`config.mk`:
```
export PLATFORM = sky130hd
export DESIGN_NAME = digit_slot_display_ctrl
export DESIGN_NICKNAME = d
export VERILOG_FILES = /design/src/rtl/digit_slot_display_ctrl.sv
export SDC_FILE = /design/constraint.sdc
export NUM_CORES = 1
export LEC_CHECK = 0
export BUFFER_PORTS_ARGS = -buffer_cell sky130_fd_sc_hd__buf_2
export CORE_MARGIN = 2
export CORE_UTILIZATION = 58
export CTS_CLUSTER_DIAMETER = 60
export CTS_CLUSTER_SIZE = 25
export DETAILED_ROUTE_END_ITERATION = 7
export GPL_TIMING_DRIVEN = 0
export MAX_ROUTING_LAYER = met4
export PLACE_DENSITY = 0.82
export SYNTH_ARGS = -nofsm -noshare
export SYNTH_HDL_FRONTEND = slang
export SYNTH_SLANG_ARGS = --single-unit
export TNS_END_PERCENT = 50
```
`constraint.sdc`:
```
create_clock -name clk -period 4.2 [get_ports clk]
set_input_delay 0.42 -clock clk [delete_from_list [all_inputs] [get_ports clk]]
set_output_delay 0.42 -clock clk [all_outputs]
set_load 0.02 [all_outputs]
```
`src/rtl/digit_slot_display_ctrl.sv`:
```
// Four-slot two-digit card display scheduler for a shared segment renderer.
// Card values are double-buffered and swapped in at frame start.
module digit_slot_display_ctrl #(
  parameter int X0           = 100,
  parameter int Y0           = 60,
  parameter int SLOT_PITCH   = 260,
  parameter int ROW_PITCH    = 200,
  parameter int DIGIT_PITCH  = 90,
  parameter int BLINK_FRAMES = 30
) (
  input  logic       clk,
  input  logic       rst,
  input  logic [9:0] sx,
  input  logic [9:0] sy,
  input  logic       de,
  input  logic       frame_start,
  input  logic       wr_valid,
  input  logic [1:0] wr_slot,
  input  logic [3:0] wr_value,
  output logic       wr_ready,
  input  logic       cursor_en,
  input  logic [1:0] cursor_slot,
  output logic [9:0] rd_sx_offset,
  output logic [9:0] rd_sy_offset,
  output logic [3:0] rd_number,
  output logic       rd_hit,
  input  logic       rd_display,
  output logic       pixel_on
);

  localparam int CW = (BLINK_FRAMES > 1) ? $clog2(BLINK_FRAMES) : 1;

  typedef enum logic [1:0] {
    IDLE,
    PEND,
    COMMIT
  } state_t;

  state_t          state;
  logic [3:0]      shadow [4];
  logic [3:0]      active [4];
  logic [CW-1:0]   frame_cnt;
  logic            blink_phase;

  logic            hit_c;
  logic [3:0]      num_c;
  logic [9:0]      dx_c;
  logic [9:0]      dy_c;
  logic [9:0]      ox;
  logic [9:0]      oy;
  logic [9:0]      dx;
  logic [9:0]      dy;
  logic [3:0]      v;
  logic [3:0]      dig;
  logic            show;
  logic            hide;

  // Offsets wrap mod 1024 when left of/above a box, so one compare covers both sides.
  always_comb begin
    hit_c = 1'b0;
    num_c = '0;
    dx_c  = '0;
    dy_c  = '0;
    ox    = '0;
    oy    = '0;
    dx    = '0;
    dy    = '0;
    v     = '0;
    dig   = '0;
    show  = 1'b0;
    hide  = 1'b0;
    for (int k = 0; k < 4; k++) begin
      v    = active[k];
      hide = cursor_en && (cursor_slot == 2'(k)) && blink_phase;
      oy   = 10'(Y0 + (k / 2) * ROW_PITCH);
      dy   = sy - oy;
      for (int d = 0; d < 2; d++) begin
        ox   = 10'(X0 + (k % 2) * SLOT_PITCH + d * DIGIT_PITCH);
        dx   = sx - ox;
        show = (d == 0) ? (v >= 4'd10 && v <= 4'd13)
                        : (v >= 4'd1 && v <= 4'd13);
        dig  = (d == 0) ? 4'd1
                        : ((v >= 4'd10) ? v - 4'd10 : v);
        if (de && show && !hide &&
            dx <= 10'd80 && dy <= 10'd140) begin
          hit_c = 1'b1;
          num_c = dig;
          dx_c  = dx;
          dy_c  = dy;
        end
      end
    end
  end

  always_ff @(posedge clk) begin
    if (rst) begin
      state        <= IDLE;
      wr_ready     <= 1'b1;
      for (int k = 0; k < 4; k++) begin
        shadow[k] <= '0;
        active[k] <= '0;
      end
      frame_cnt    <= '0;
      blink_phase  <= 1'b0;
      rd_hit       <= 1'b0;
      rd_number    <= '0;
      rd_sx_offset <= '0;
      rd_sy_offset <= '0;
      pixel_on     <= 1'b0;
    end else begin
      rd_hit       <= hit_c;
      rd_number    <= num_c;
      rd_sx_offset <= dx_c;
      rd_sy_offset <= dy_c;
      pixel_on     <= rd_hit && rd_display;

      if (frame_start) begin
        if (frame_cnt == CW'(BLINK_FRAMES - 1)) begin
          frame_cnt   <= '0;
          blink_phase <= ~blink_phase;
        end else begin
          frame_cnt <= frame_cnt + 1'b1;
        end
      end

      unique case (state)
        IDLE: begin
          if (wr_valid) begin
            shadow[wr_slot] <= wr_value;
            state           <= PEND;
          end
        end
        PEND: begin
          if (wr_valid) shadow[wr_slot] <= wr_value;
          if (frame_start) begin
            state    <= COMMIT;
            wr_ready <= 1'b0;
          end
        end
        COMMIT: begin
          for (int k = 0; k < 4; k++) active[k] <= shadow[k];
          state    <= IDLE;
          wr_ready <= 1'b1;
        end
        default: begin
          state    <= IDLE;
          wr_ready <= 1'b1;
        end
      endcase
    end
  end

endmodule

```
Word level (Yosys, flattened, before mapping) --
Memory sizes are Yosys's and may differ from the RTL's. Index checks and enable logic that the tools add are counted. W data, S select, Z words.
Storage, ports and cells: output and inout port bits 27, register bits after elaboration 35, word-level logic and storage cells 176, input port bits 35, memories 2, memory bits (writable) 32
Cells by class: $add $sub $neg 11, bitwise operators 7, mux-type cells 62, equal/unequal tests 8, order comparisons 18, reduce and logical (&&, ||, !) cells 59
Memories:
- active | words 4, bits a word 4, rd ports 4, clocked after memory_dff 0, write ports 4, RTL line 41 | logic [3:0] active [4];
- shadow | words 4, bits a word 4, rd ports 4, clocked after memory_dff 0, write ports 4, RTL line 40 | logic [3:0] shadow [4];
Operators by type and width (count):
- $mux W10 | 16
- $mux W4 | 17
- $logic_and A1 B1 Y1 | 49
- $le A10 B7 Y1 const B | 4
- $sub A10 B9 Y10 const B | 3
- $mux W1 | 23
- $le A10 B8 Y1 const B | 2
- $ge A4 B1 Y1 const B | 4
- $ge A4 B4 Y1 const B | 4
- $le A4 B4 Y1 const B | 4
- $sub A4 B4 Y4 const B | 4
- $sub A10 B6 Y10 const B | 1
- $sub A10 B7 Y10 const B | 1
- $sub A10 B8 Y10 const B | 1
- $eq A2 B2 Y1 const B | 3
- $mux W2 | 3
- $reduce_and A2 Y1 | 3
- $add A5 B1 Y5 const B | 1
- $eq A5 B5 Y1 const B | 1
- $mux W5 | 1
- $or A1 B1 Y1 | 5
- $eq A2 B1 Y1 const B | 2
- $logic_not A1 Y1 | 4
- $logic_not A2 Y1 | 2
- 5 further kinds | 7

Longest topological paths before layout --
word-level depth 15, gate-level depth with buffers 13, depth with buffers taken out 11

Worst setup path before layout --
OpenSTA, ideal clock, no wires.
path type input to register, start in sy[2], end reg rd_sx_offset[5], data arrival time 2.945 ns, cell stages on the path 12, library setup time 0.114 ns, setup slack 1.141 ns, required time 4.086 ns, cells stage by stage inv_1 -> ha_1 -> or3b_2 -> o22ai_1 -> a22oi_1 -> or3_1 -> or4_4 -> nand2b_1 -> buf_2 -> o221ai_1 -> a21boi_1 -> a21o_1
Between the ends: cells in the longest elaborated chain, start to end 11, elaborated cells between the ends (all ways) 20
Ends and longest elaborated chain:
- start, declared | RTL line 14 | input logic [9:0] sy,
- $sub A10 B6 Y10 | RTL line 76 | dy = sy - oy;
- $le A10 B8 Y1 | RTL line 85 | dx <= 10'd80 && dy <= 10'd140) begin
- $logic_and A1 B1 Y1 | RTL line 85
- $mux W10 (7 in a row) | RTL line 84 | if (de && show && !hide &&
- $mux W10 * | RTL line 84
- end signal, assigned | RTL line 107 | rd_sx_offset <= '0;
- end signal, assigned | RTL line 113 | rd_sx_offset <= dx_c;
- end, declared | RTL line 23 | output logic [9:0] rd_sx_offset,
Mark *: on every way between the ends. The rest lies on a longest branch, timed or not. A chain may end at the register's enable or synchronous reset.

Worst setup path in the final report --
start in sx[3], end reg rd_number[0]
Between the ends: cells in the longest elaborated chain, start to end 12, elaborated cells between the ends (all ways) 32
Ends and longest elaborated chain:
- start, declared | RTL line 13 | input logic [9:0] sx,
- $sub A10 B7 Y10 | RTL line 79 | dx = sx - ox;
- $le A10 B7 Y1 | RTL line 85
- $logic_and A1 B1 Y1 | RTL line 84
- $logic_and A1 B1 Y1 | RTL line 85
- $mux W1 | RTL line 84
- $mux W4 (6 in a row) | RTL line 84
- $mux W4 * | RTL line 84
- end signal, assigned | RTL line 112 | rd_number <= num_c;
- end, declared | RTL line 25 | output logic [3:0] rd_number,
Marks and branches as above.

==> run metrics <==
Crit-path slowest cell or3_1; initial antenna violation count 0; flip-flop and latch count after synthesis 67; worst hold path depth 2; CTS Buf Count 9; Psw 0.414 mW; Initial DRC Count 249; remaining global-route overflow 0; Post-CTS Setup Inserts 0; final critical-path required period 3.61 ns; FF-to-FF path depth 9; Hold Path Sink rd_sy_offset[1]$_SDFF_PP0_; Critical Path RT 4.44 ns; DR DRC count 0; Post-DP Area 0.00474 mm^2; Max Used Layer met4; # Max-Cap Violations 0; Post-DP HPWL 8030 um; Switching Share 27.7%; Hold Path Class primary input to register; EDFF count, synth 32; Area Growth Syn to Fin 14.5%; status complete, no violations; initial core utilization 59.6%; root buffer cell clkbuf_8; routed length on met3 563 um; PwrDens 302 mW/mm^2; leakage 2.11 nW; via count 3,882; setup slack after layout 0.586 ns; final period utilization 86.0%; Hold Violations, Final 0; # hold bufs at CTS 0; top_reg_cell synth dfxtp_1; CP endpoint kind register; first-pass GRT wire length 17,300 um; RSZ-0062 raised after global routing false; post-route ant nets 0; reg2reg end rd_sx_offset[2]$_SDFF_PP0_; fraction of layout cells with a size suffix above 1 16.6%; Reg2Reg Setup Slack 1.66 ns; clock sinks 67; input/output buffers 56; nets@finish 616; clk slew on worst S/H paths 0.08 ns; Post-Layout Inst Area 0.00495 mm^2; Total Die Area 0.00816 mm^2; CTS tree yes; sequential area share after synthesis 38.4%; largest net degree at the start of global routing 17; crit path cell chain buf_2, clkbuf_1, inv_1, ha_1, a21boi_0, nand2_1, xnor2_1, o22ai_1, or3_1, clkbuf_1, a21oi_1, o22ai_1, a311oi_1; clock skew 0.0135 ns; area share of the largest cell type after synthesis 22.2%; die height 90.3 um; metal2 WL 5390 um; Comb power frac 14.0%; GPL Wtd Cong 0.993; pre-CTS WS 0.337 ns; Worst Path Max Fanout 10; Pwr Total 1.50 mW; final WL 10,500 um; crit path DAT 3.86 ns; Core ar. 0.00725 mm^2; # IOs 62; gr usage total 27.4%; Worst Tran Pin Value 0.687 ns; Post-Syn Instances 489; DRT Pass-1 Iters 4; max-slew violation count 0; Avg Cell Area, Syn 8.84 um^2; Pint 1.08 mW; final core utilization 68.2%; CTS Buffer Depth 2; dominant cell type by area after synthesis edfxtp_1; worst reg2reg path startpoint active[1][2]$_SDFFCE_PN0P_; vias per inst 5.85; antenna cell count 0; H-tree Lvls 3; die width 90.3 um; Hold Crit Start sy[1]; post-cts resize count 0; Worst path max stage delay 0.48 ns; Unique masters post-synth 67; vias in the first global route 3,661; Setup violations, final 0; latest clock arrival within the worst-skew pair 0.35 ns; Clock Power Share 37.7%; Crit Path Class primary input to register; synth top area cells edfxtp_1 22%, dfxtp_1 16%, ha_1 6.1%, and2_1 5.1%, nor2_1 3.5%; share of flip-flops with an asynchronous set or reset 0%; average wire per standard cell 15.8 um; Routed met1 length 4320 um; Fmax 0.277 GHz; worst vdd ir 0.296 mV; synthesized area 0.00432 mm^2; Seq pwr share 48.3%; Slew Limit Headroom 53.8%; YS warnings 0; Fin Setup TNS 0 ns; Worst setup SP type primary input; std cell rows 31
[power groups by stage]
| stage | sequential [mW] | clock (mW) | combinational [mW] |
|---|---|---|---|
| floorplan | 0.740 | 0 | 0.132 |
| global placement | 0.735 | 0 | 0.199 |
| detailed placement | 0.737 | 0 | 0.206 |
| CTS | 0.722 | 0.570 | 0.208 |
| global route | 0.725 | 0.601 | 0.233 |
| finish | 0.722 | 0.564 | 0.209 |
[layer usage]
| metal | vias to the layer above | track usage (%) |
|---|---|---|
| li1 | 1909 | - |
| met1 | 1812 | 31.5 |
| met2 | 137 | 48.7 |
| met3 | 24 | 4.34 |
| met4 | 0 | 9.62 |
| met5 | - | - |
[worst max-delay path by stage]
stage                from                          to  slack (ns)  cells after the start
floorplan           sy[2]  rd_sx_offset[5]$_SDFF_PP0_        1.14                     12
global placement    sx[3]     rd_number[0]$_SDFF_PP0_        0.37                     13
detailed placement  sx[3]     rd_number[0]$_SDFF_PP0_        0.34                     13
CTS                 sx[3]     rd_number[0]$_SDFF_PP0_        0.68                     13
global route        sx[3]     rd_number[0]$_SDFF_PP0_        0.33                     13
finish              sx[3]     rd_number[0]$_SDFF_PP0_        0.59                     13
[area by class of cell]
cell class	instances	area (um^2)
Buffer	24	101
Clock buffer	10	138
Clock inverter	6	70.1
Fill cell	613	2300
Inverter	27	101
Multi-Input combinational cell	375	2470
Sequential cell	67	1660
Tap cell	99	124
Timing Repair Buffer	56	280
[placed cells by master (no fill, tap or decap), types with 5 or more instances in the layout]
cell type,count
nand2_1,29
buf_2,59
xor2_1,13
edfxtp_1,32
o211ai_1,5
nor3_1,15
dfxtp_1,35
nand2b_1,9
clkbuf_1,18
clkbuf_8,10
or2_2,7
nand4_1,7
a31oi_1,5
ha_1,21
conb_1,5
a211oi_1,9
a21oi_1,21
and2_1,35
inv_1,27
nor2b_1,5
and3_1,11
or3_1,5
o22ai_1,8
a21boi_0,5
nand3_1,13
o221ai_1,8
o21ai_0,22
nor2_1,40
xnor2_1,14
[state kept, by name, indices dropped and copies added, names as in the netlist]
register / cells
active: 16
shadow: 16
rd_sx_offset: 10
rd_sy_offset: 10
frame_cnt: 5
rd_number: 4
state: 2
blink_phase: 1
pixel_on: 1
rd_hit: 1
wr_ready: 1
[worst max-delay path: cells and delay by family]
kind	cells	cell delay, ns
fa+ha+maj	1	0.23
xor+xnor	1	0.32
compound gates	5	1.31
buf+inv	4	0.96
simple gates	2	0.61
[cells in the mapped netlist (all sizes together), types with 5 or more instances]
| cell type | n |
|---|---|
| a211oi | 9 |
| a21boi | 6 |
| a21oi | 22 |
| a31oi | 5 |
| and2 | 35 |
| and3 | 11 |
| buf | 6 |
| clkbuf | 18 |
| dfxtp | 35 |
| edfxtp | 32 |
| ha | 21 |
| inv | 27 |
| nand2 | 29 |
| nand2b | 9 |
| nand3 | 13 |
| nand4 | 7 |
| nor2 | 40 |
| nor2b | 5 |
| nor3 | 15 |
| o211ai | 5 |
| o21ai | 22 |
| o221ai | 8 |
| o22ai | 8 |
| or2 | 8 |
| or3 | 5 |
| xnor2 | 14 |
| xor2 | 13 |
[logic make-up after synthesis]
logic type	synth area share (%)
AO/OA/AOI/OAI	18.9
XOR/XNOR	5.47
adder cells (fa/ha/maj)	6.08
buffers and inverters	4.69
flip-flops	38.4
multiplexers	1.71
other	0.0868
AND/OR/NAND/NOR	24.6
[stage by stage]
| stage | hold WS (ns) | cells |
|---|---|---|
| 2_1_floorplan | 0.446 | 493 |
| 3_3_place_gp | 0.425 | 648 |
| 3_5_place_dp | 0.435 | 648 |
| 4_1_cts | 0.292 | 664 |
| 5_1_grt | 0.301 | 664 |
| 6_report | 0.297 | 664 |
No activity file was read; power rests on OpenSTA's default activity.
